`src/rtl/fractcam_update_ctrl.sv`:
```
// Front-end sequencer for one fractcam: wipes the array after reset, arbitrates lookups
// against single-entry rule updates, and expands each update into a 32-address LUTRAM sweep.
//
// state | meaning
// CLEAR | post-reset wipe, every row written with 0 at addresses 0..31
// IDLE  | lookups and update requests arbitrated round-robin
// WRITE | 32-cycle sweep of the target row, cnt = address on the bus
module fractcam_update_ctrl #(
   parameter  int TCAM_WIDTH    = 5,
   parameter  int TCAM_DEPTH    = 64,
   parameter  int MATCH_LATENCY = 1,
   localparam int ADDR_W        = $clog2(TCAM_DEPTH),
   localparam int COLS          = TCAM_WIDTH / 5,
   localparam int ROWS          = TCAM_DEPTH / 8
) (
   input  logic                    clk,
   input  logic                    rst_n,
   input  logic                    upd_valid,
   output logic                    upd_ready,
   input  logic [ADDR_W-1:0]       upd_addr,
   input  logic [TCAM_WIDTH-1:0]   upd_value,
   input  logic [TCAM_WIDTH-1:0]   upd_mask,
   input  logic                    upd_enable,
   output logic                    upd_done,
   input  logic                    srch_valid,
   output logic                    srch_ready,
   input  logic [TCAM_WIDTH-1:0]   srch_key,
   output logic                    res_valid,
   output logic [TCAM_DEPTH-1:0]   res_match,
   output logic                    res_hit,
   output logic [ADDR_W-1:0]       res_index,
   output logic [TCAM_WIDTH-1:0]   tcam_search_key,
   output logic [ROWS-1:0]         tcam_wr_enable,
   output logic [COLS*8-1:0]       tcam_rules,
   input  logic [TCAM_DEPTH-1:0]   tcam_match
);
   localparam int PIPE_W = MATCH_LATENCY + 1;

   typedef enum logic [1:0] {CLEAR, IDLE, WRITE} state_t;

   state_t                  state;
   logic [4:0]              cnt;
   logic                    prio_upd;
   logic [ADDR_W-1:0]       lat_addr;
   logic [TCAM_WIDTH-1:0]   lat_value;
   logic [TCAM_WIDTH-1:0]   lat_mask;
   logic                    lat_enable;
   logic [TCAM_DEPTH-1:0]   sh_v;
   logic [TCAM_WIDTH-1:0]   sh_value [TCAM_DEPTH];
   logic [TCAM_WIDTH-1:0]   sh_mask  [TCAM_DEPTH];
   logic [PIPE_W-1:0]       srch_pipe;

   logic                    upd_acc;
   logic                    srch_acc;
   logic                    commit;
   logic [ADDR_W-1:0]       sel_addr;
   logic [TCAM_WIDTH-1:0]   sel_value;
   logic [TCAM_WIDTH-1:0]   sel_mask;
   logic                    sel_enable;
   logic [4:0]              sweep_n;
   logic [ROWS-1:0]         wr_row;
   logic [COLS*8-1:0]       rules_next;
   logic [ADDR_W-1:0]       ent;
   logic                    ent_v;
   logic [TCAM_WIDTH-1:0]   ent_val;
   logic [TCAM_WIDTH-1:0]   ent_msk;
   logic [ADDR_W-1:0]       match_idx;

   assign upd_ready  = (state == IDLE) && (prio_upd || !srch_valid);
   assign srch_ready = (state == IDLE) && !(upd_valid && prio_upd);
   assign upd_acc    = upd_valid && upd_ready;
   assign srch_acc   = srch_valid && srch_ready;
   assign commit     = (state == WRITE) && (cnt == 5'd31);

   // On the accept cycle the request is not latched yet, so the sweep reads the inputs.
   assign sel_addr   = (state == IDLE) ? upd_addr   : lat_addr;
   assign sel_value  = (state == IDLE) ? upd_value  : lat_value;
   assign sel_mask   = (state == IDLE) ? upd_mask   : lat_mask;
   assign sel_enable = (state == IDLE) ? upd_enable : lat_enable;
   assign sweep_n    = (state == WRITE) ? cnt + 5'd1 : 5'd0;
   assign wr_row     = ROWS'(1) << (sel_addr >> 3);

   always_comb begin
      rules_next = '0;
      ent        = '0;
      ent_v      = 1'b0;
      ent_val    = '0;
      ent_msk    = '0;
      for (int k = 0; k < 8; k++) begin
         ent = (sel_addr & ~ADDR_W'(7)) | ADDR_W'(k);
         if (ent == sel_addr) begin
            ent_v   = sel_enable;
            ent_val = sel_value;
            ent_msk = sel_mask;
         end else begin
            ent_v   = sh_v[ent];
            ent_val = sh_value[ent];
            ent_msk = sh_mask[ent];
         end
         for (int c = 0; c < COLS; c++)
            rules_next[c*8+k] = ent_v && (((sweep_n ^ ent_val[c*5 +: 5]) & ent_msk[c*5 +: 5]) == 5'd0);
      end
   end

   always_comb begin
      match_idx = '0;
      for (int i = TCAM_DEPTH - 1; i >= 0; i--)
         if (tcam_match[i]) match_idx = ADDR_W'(i);
   end

   always_ff @(posedge clk) begin
      if (commit) begin
         sh_value[lat_addr] <= lat_value;
         sh_mask[lat_addr]  <= lat_mask;
      end
   end

   always_ff @(posedge clk or negedge rst_n) begin
      if (!rst_n) begin
         state           <= CLEAR;
         cnt             <= '0;
         prio_upd        <= 1'b1;
         sh_v            <= '0;
         lat_addr        <= '0;
         lat_value       <= '0;
         lat_mask        <= '0;
         lat_enable      <= 1'b0;
         srch_pipe       <= '0;
         upd_done        <= 1'b0;
         res_valid       <= 1'b0;
         res_match       <= '0;
         res_hit         <= 1'b0;
         res_index       <= '0;
         tcam_search_key <= '0;
         tcam_wr_enable  <= '0;
         tcam_rules      <= '0;
      end else begin
         upd_done  <= 1'b0;
         srch_pipe <= (srch_pipe << 1) | PIPE_W'(srch_acc);
         res_valid <= srch_pipe[MATCH_LATENCY];
         if (srch_pipe[MATCH_LATENCY]) begin
            res_match <= tcam_match;
            res_hit   <= |tcam_match;
            res_index <= match_idx;
         end
         case (state)
            CLEAR: begin
               tcam_rules <= '0;
               // Leave once address 31 has been on the bus with the write strobe.
               if ((tcam_wr_enable != '0) && (tcam_search_key[4:0] == 5'd31)) begin
                  state          <= IDLE;
                  tcam_wr_enable <= '0;
               end else begin
                  tcam_search_key <= {COLS{cnt}};
                  tcam_wr_enable  <= '1;
                  cnt             <= cnt + 5'd1;
               end
            end
            IDLE: begin
               tcam_wr_enable <= '0;
               tcam_rules     <= '0;
               if (upd_acc) begin
                  lat_addr        <= upd_addr;
                  lat_value       <= upd_value;
                  lat_mask        <= upd_mask;
                  lat_enable      <= upd_enable;
                  state           <= WRITE;
                  cnt             <= '0;
                  tcam_search_key <= {COLS{5'd0}};
                  tcam_wr_enable  <= wr_row;
                  tcam_rules      <= rules_next;
               end else if (srch_acc) begin
                  tcam_search_key <= srch_key;
                  prio_upd        <= 1'b1;
               end
            end
            WRITE: begin
               if (cnt == 5'd31) begin
                  state          <= IDLE;
                  cnt            <= '0;
                  tcam_wr_enable <= '0;
                  tcam_rules     <= '0;
                  prio_upd       <= 1'b0;
                  sh_v[lat_addr] <= lat_enable;
               end else begin
                  cnt             <= sweep_n;
                  tcam_search_key <= {COLS{sweep_n}};
                  tcam_rules      <= rules_next;
                  upd_done        <= (cnt == 5'd30);
               end
            end
            default: state <= CLEAR;
         endcase
      end
   end
endmodule

```
`config.mk`:
```
export PLATFORM = sky130hd
export DESIGN_NAME = fractcam_update_ctrl
export DESIGN_NICKNAME = d
export VERILOG_FILES = /design/src/rtl/fractcam_update_ctrl.sv
export SDC_FILE = /design/constraint.sdc
export NUM_CORES = 1
export LEC_CHECK = 0
export CAP_MARGIN = 10
export CORE_UTILIZATION = 40
export DETAILED_ROUTE_END_ITERATION = 10
export PLACE_DENSITY = 0.57
export SYNTH_ARGS = -nofsm -noshare
export SYNTH_HDL_FRONTEND = slang
export SYNTH_SLANG_ARGS = --single-unit
```
`constraint.sdc`:
```
create_clock -name clk -period 2.5 [get_ports clk]
set_input_delay 0.5 -clock clk [delete_from_list [all_inputs] [get_ports clk]]
set_output_delay 0.5 -clock clk [all_outputs]
set_load 0.05 [all_outputs]
```
### After elaboration in Yosys (flattened, before gate mapping)

Memories as Yosys holds them, arrays and structs flattened.
Index checks and enable logic that the tools add are counted.

* bits in registers: 185
* bits in writable memories: 640
* input port bits: 90
* output and inout port bits: 96
* logic and storage cells: 248
* memories: 2

Memory list
* sh_mask: words 64, width 5, read ports 8, clocked after memory_dff 0, write ports 1, line 50 `logic [TCAM_WIDTH-1:0] sh_mask [TCAM_DEPTH];`
* sh_value: words 64, width 5, read ports 8, clocked after memory_dff 0, write ports 1, line 49 `logic [TCAM_WIDTH-1:0] sh_value [TCAM_DEPTH];`

* add/sub/neg operators: 1
* $lt $le $gt $ge: 10
* equality and inequality tests: 20
* shift-type cells: 1
* mux-type cells: 140
* bitwise logic cells: 17
* reduce and logical (&&, ||, !) cells: 40

Operators by type and width (count)
* 6-bit 2-to-1 mux: 65
* 5-bit 2-to-1 mux: 26
* 64-bit bitwise mux: 1
* 64-bit OR reduction: 1
* 6-bit by 7-bit < comparator with 1-bit output, second input constant: 9
* 8-bit one-hot mux with 3 select lines: 2
* 5-bit bitwise AND: 8
* 5-bit zero test: 8
* 8-bit 2-to-1 mux: 5
* 5-bit XOR: 8
* 5-bit one-hot mux with 3 select lines: 2
* 1-bit 2-to-1 mux: 25
* 1-bit binary-select mux with 3-bit select: 8
* 1-bit logical AND: 16
* 5-bit equality test, second input constant: 3
* 3-bit equality test, first input constant: 4
* 2-bit inequality test, second input constant: 6
* 4-bit AND reduction: 2
* 8-bit nonzero test: 1
* 1-bit by 3-bit << shifter with 8-bit output, first input constant: 1
* 1-bit demux with 6-bit select: 1
* 2-bit by 3-bit equality test with 1-bit output, first input constant: 2
* 6-bit by 1-bit greater-or-equal comparator with 1-bit output, second input constant: 1
* 2-bit 2-to-1 mux: 3
* other kinds (17): 21

### Depth between registers and ports, before layout

* word-level depth: 64
* mapped depth: 16

### Worst setup path after synthesis

Ideal clock, no wire load.

* path type: reg-to-reg
* start point: register cnt[0]
* end point: register tcam_rules[4]
* setup time: 0.090 ns
* arrival time: 2.659 ns
* required time: 2.410 ns
* slack: -0.249 ns
* cell stages (with the launch flop): 12
* clock period less this slack: 2.749 ns
* cell sequence: dfrtp_1 ha_1 and3_1 ha_1 nand2_1 clkbuf_1 buf_2 xnor2_1 nor3_1 nor4_1 o22ai_1 o221ai_1

* longest elaborated chain between the ends: 8

RTL lines
* start, declared: line 42 `logic [4:0] cnt;`
* start signal, assigned: line 156 `cnt <= cnt + 5'd1;`
* start signal, assigned: line 186 `cnt <= sweep_n;`
* 5-bit by 1-bit adder with 5-bit output: line 80 `assign sweep_n = (state == WRITE) ? cnt + 5'd1 : 5'd0;`
* 5-bit 2-to-1 mux: line 80
* 5-bit XOR: line 101 `rules_next[c*8+k] = ent_v && (((sweep_n ^ ent_val[c*5 +: 5]) & ent_msk[c*5 +: 5]) == 5'd0);`
* 5-bit bitwise AND: line 101
* 5-bit zero test: line 101
* 1-bit logical AND: line 101
* 8-bit 2-to-1 mux (on tied branches): line 178, 162
* 8-bit one-hot mux with 3 select lines (*): line 146 `case (state)`
* end signal, assigned: line 171 `tcam_rules <= rules_next;`
* end signal, assigned: line 188 `tcam_rules <= rules_next;`
* end, declared: line 34 `output logic [COLS*8-1:0] tcam_rules,`

Every way passes the cells marked *; elsewhere a longest branch is shown, timed or not.
A chain may end at the register's enable or synchronous reset.

### Final worst setup path

* start point: register state[1]
* end point: register tcam_rules[0]

* longest elaborated chain between the ends: 10

RTL lines
* start, declared: line 41 `state_t state;`
* start signal, assigned: line 120 `state <= CLEAR;`
* start signal, assigned: line 151 `state <= IDLE;`
* start signal, assigned: line 167 `state <= WRITE;`
* 2-bit by 1-bit equality test with 1-bit output
* 6-bit 2-to-1 mux: line 76 `assign sel_addr = (state == IDLE) ? upd_addr : lat_addr;`
* memory 64 x 5 bit or 3-bit zero test (tied branches)
* 5-bit 2-to-1 mux: line 91 `if (ent == sel_addr) begin`
* 5-bit XOR: line 101
* 5-bit bitwise AND: line 101
* 5-bit zero test: line 101
* 1-bit logical AND: line 101
* 8-bit 2-to-1 mux (on tied branches): line 178, 162
* 8-bit one-hot mux with 3 select lines: line 146

Several ways; a longest one is shown, not always the timed one. The select of a mux whose other input is x is not followed.

==> metrics.md <==
| Metric | Value |
|---|---|
| Number of warning messages in the yosys log | `0` |
| Post-placement cell count | `4195` |
| Maximum number of pins on one net before global-route repair | `66` |
| Most frequent standard cell in the layout excluding fill and tap cells | `sky130_fd_sc_hd__edfxtp_1` |
| IR Drop Worst-Case VDD | `0.00138 V` |
| Core Region | `85500 µm²` |
| Final weighted congestion of routability-driven global placement | `0.866` |
| Number of nets produced by synthesis | `2644` |
| Layout area overhead | `31.8%` |
| TritonCTS clock tree | `built` |
| Crit path setup slack, layout | `-0.420 ns` |
| Transition time at the pin with the least slew margin | `0.977 ns` |
| Overall die area | `87900 µm²` |
| Number of nets in the finished design | `3296` |
| Average footprint of a synthesized cell | `13.6 µm²` |
| Fraction of post-synthesis cell area in the top cell type by area | `55.4%` |
| Max-slew headroom | `34.8%` |
| Mapped Cells | `2546` |
| Total power per unit cell area | `1220 nW/µm²` |
| Leading cell types in the layout, fill and taps excluded | `sky130_fd_sc_hd__edfxtp_1, sky130_fd_sc_hd__nand2_1, sky130_fd_sc_hd__buf_4` |
| Horiz. Die Dim | `297 µm` |
| Seq pwr share | `31.9%` |
| Sum of negative setup slack | `-2.70 ns` |
| Clock Sinks | `825` |
| Combined global-route utilization of all metal layers | `23.2%` |
| Vias in the first global route | `24300` |
| Violated checks | `setup timing` |
| Number of pins with negative max-slew slack in the final report | `0` |
| Post-synthesis sequential area ratio | `68.7%` |
| Crit path capture type | `register` |
| First drt pass iteration count | `5` |
| Count of unresolved DRC violations after routing | `0` |
| Synth cell types | `72` |
| Rows | `107` |
| Leakage power figure | `17.3 nW` |
| Final antenna-violating net count | `0` |
| Initial core utilization | `40.6%` |
| Cell types occupying the most area after synthesis | `sky130_fd_sc_hd__edfxtp_1, sky130_fd_sc_hd__dfrtp_1, sky130_fd_sc_hd__nand2_1` |
| CP Data Arrival Time | `3.49 ns` |
| TritonCTS Buffers | `89` |
| Clock transition at the registers of the reported paths | `0.06 ns` |
| Final Non-Filler Cells | `4419` |
| Final period demand of the worst path | `2.92 ns` |
| Combined area of all synthesized cells | `34700 µm²` |
| Flip-flop and latch count after synthesis | `825` |
| Final hold viol count | `0` |
| Class of the tightest hold or removal check | `input port to async pin` |
| Main flop type after synthesis | `sky130_fd_sc_hd__edfxtp_1` |
| Number of top-level design ports | `186` |
| Number of maximum-capacitance constraint violations | `0` |
| Final clock period utilization by the worst path | `117%` |
| H-tree levels | `3` |
| Die height | `297 µm` |
| Clock tree skew after final layout | `0.0660 ns` |
| Clock network fraction of total power | `23.5%` |
| Estimated wirelength of the detail-placed design | `64.8 mm` |
| Worst-skew pair later-pin latency | `0.67 ns` |
| Average via count per standard cell | `5.47` |
| Comb pwr share | `44.5%` |
| Final setup violation count | `9` |
| Run status | `finished, violations left` |
| Global-route wire length before repair | `152 mm` |
| Share of flip-flops with an asynchronous set or reset | `22.4%` |
| Cell taking the most area after synthesis | `sky130_fd_sc_hd__edfxtp_1` |
| Routed Wire Length | `103 mm` |
| Critical Path RT | `3.07 ns` |
| Max Root-Sink Buffers | `3` |
| Largest driver fanout on the critical path | `11` |
| Net switching power | `0.0209 W` |
| Type of origin of the critical path | `register` |
| Proportion of layout cells with a drive suffix above 1 | `28.5%` |
| Total power of the final layout | `0.0558 W` |
| Internal Pwr Total | `0.0348 W` |
| Count of buffers inserted at the top-level ports | `185` |
| Number of design-rule violations left by the first detailed-router iteration | `2180` |
| Crit Path Class | `register to register` |
| Total number of vias | `24200` |
| Setup repair after global routing missed its margin | `yes` |
| Remaining global-route overflow | `0` |
| Number of antenna violations at the first check in global routing | `2` |
| F_max | `342 MHz` |
| DR WL/cell | `23.3 µm` |
| Switching share of power | `37.6%` |
| Cell chosen for the clock root | `sky130_fd_sc_hd__clkbuf_16` |
| Number of flops mapped to enable cells by yosys | `640` |
## kinds of logic after synthesis
family	count (synthesis)	share of synthesized area [%]
mux	279	9.46
compound gates	304	6.05
xor+xnor	65	1.64
flops	825	68.7
buf+inv	175	2.43
simple gates	890	11.4
fa+ha+maj	8	0.288
## synth_stat cells, types with 6 or more instances
cell,count
sky130_fd_sc_hd__a211oi_1,11
sky130_fd_sc_hd__a21oi_1,48
sky130_fd_sc_hd__a221oi_1,7
sky130_fd_sc_hd__a311oi_1,25
sky130_fd_sc_hd__a31oi_1,56
sky130_fd_sc_hd__a32oi_1,6
sky130_fd_sc_hd__and3_1,51
sky130_fd_sc_hd__buf_1,15
sky130_fd_sc_hd__buf_2,66
sky130_fd_sc_hd__buf_4,14
sky130_fd_sc_hd__buf_6,7
sky130_fd_sc_hd__clkbuf_1,39
sky130_fd_sc_hd__dfrtp_1,184
sky130_fd_sc_hd__edfxtp_1,640
sky130_fd_sc_hd__ha_1,8
sky130_fd_sc_hd__inv_1,33
sky130_fd_sc_hd__mux2_2,144
sky130_fd_sc_hd__mux2i_1,109
sky130_fd_sc_hd__mux4_2,24
sky130_fd_sc_hd__nand2_1,450
sky130_fd_sc_hd__nand2b_1,6
sky130_fd_sc_hd__nand3_1,138
sky130_fd_sc_hd__nand3b_1,7
sky130_fd_sc_hd__nand4_1,11
sky130_fd_sc_hd__nor2_1,133
sky130_fd_sc_hd__nor2b_1,6
sky130_fd_sc_hd__nor3_1,31
sky130_fd_sc_hd__nor3b_1,15
sky130_fd_sc_hd__nor4_1,22
sky130_fd_sc_hd__o211ai_1,21
sky130_fd_sc_hd__o21ai_0,48
sky130_fd_sc_hd__o221ai_1,12
sky130_fd_sc_hd__o22a_1,9
sky130_fd_sc_hd__o22ai_1,6
sky130_fd_sc_hd__o31ai_1,10
sky130_fd_sc_hd__or4_1,7
sky130_fd_sc_hd__xnor2_1,57
sky130_fd_sc_hd__xor2_1,8
## worst max-delay path, stage by stage (launching register included)
cell and delay, ns:
sky130_fd_sc_hd__dfrtp_1 0.40, sky130_fd_sc_hd__inv_2 0.08, sky130_fd_sc_hd__ha_4 0.14, sky130_fd_sc_hd__buf_12 0.15, sky130_fd_sc_hd__mux2_4 0.43, sky130_fd_sc_hd__buf_12 0.17
sky130_fd_sc_hd__buf_4 0.13, sky130_fd_sc_hd__mux4_2 0.22, sky130_fd_sc_hd__o311ai_2 0.10, sky130_fd_sc_hd__a31oi_1 0.26, sky130_fd_sc_hd__a31oi_1 0.08, sky130_fd_sc_hd__or4b_4 0.53
sky130_fd_sc_hd__o221ai_2 0.13
## per-layer routing
metal	vias to the layer above	GRT usage, %	share of wire [%]
li1	10800	-	-
met1	12200	31.9	43
met2	999	37.4	47
met3	173	4.20	8.1
met4	0	6.90	2.7
met5	-	0	0
## repair_timing
| action | CTS | global route |
|---|---|---|
| endpoints found under the setup margin | 75 | 401 |
| hold endpoints to repair | 35 | 0 |
| pin swaps | 22 | 13 |
| gates resized for setup | 80 | 76 |
| hold buffers | 1 | 0 |
| cloned | 7 | 3 |
| buffers inserted | 24 | 21 |
## state kept, by name (all words and copies together) (netlist names), 6 cells and up
register and flops:
lat_addr 6, res_match 64, tcam_wr_enable 8, sh_v 64, sh_value 320, tcam_rules 8
res_index 6, sh_mask 320
## through the flow
stage,util [%],instance area [µm²],setup slack [ns],hold WS (ns)
after floorplan,-,34800,-0.102,0.204
after global placement,48.5,41500,-0.623,0.341
after detailed placement,48.5,41500,-0.673,0.352
after CTS,52.7,45100,-0.370,0.326
after global routing,53.4,45700,-0.486,0.365
final,53.4,45700,-0.420,0.342
## cell type report
class                   count  area [µm²]
clock inverters            39         378
clock buffers             128        2570
fillers                  7073       39800
flip-flops and latches    825       23900
diodes                      1        2.50
well taps                1144        1430
repair buffers            700        6720
inverters                  34         128
multi-input cells        1548       10600
## worst paths after layout
path | start | endpoint | slack [ns] | cells after the start
setup / recovery | state[1] | tcam_rules[0] | -0.42 | 12
hold / removal | rst_n | upd_done | 0.34 | 2
max in group asynchronous | rst_n | sh_v[49] | 1.33 | 3
setup reg to reg | state[1] | tcam_rules[0] | -0.42 | 12
hold reg to reg | srch_pipe[0] | srch_pipe[1] | 0.36 | 0
min in group clk | srch_pipe[0] | srch_pipe[1] | 0.36 | 0
## power by group through the flow
stage,registers [W],clock network [W],logic (W)
6_report,0.0178,0.0131,0.0248
5_1_grt,0.0179,0.0139,0.0263
4_1_cts,0.0178,0.0134,0.0237
3_5_place_dp,0.0181,0,0.0223
3_3_place_gp,0.0180,0,0.0220
2_1_floorplan,0.0210,0,0.00985
Note: power is estimated with default switching activity, not from simulation.
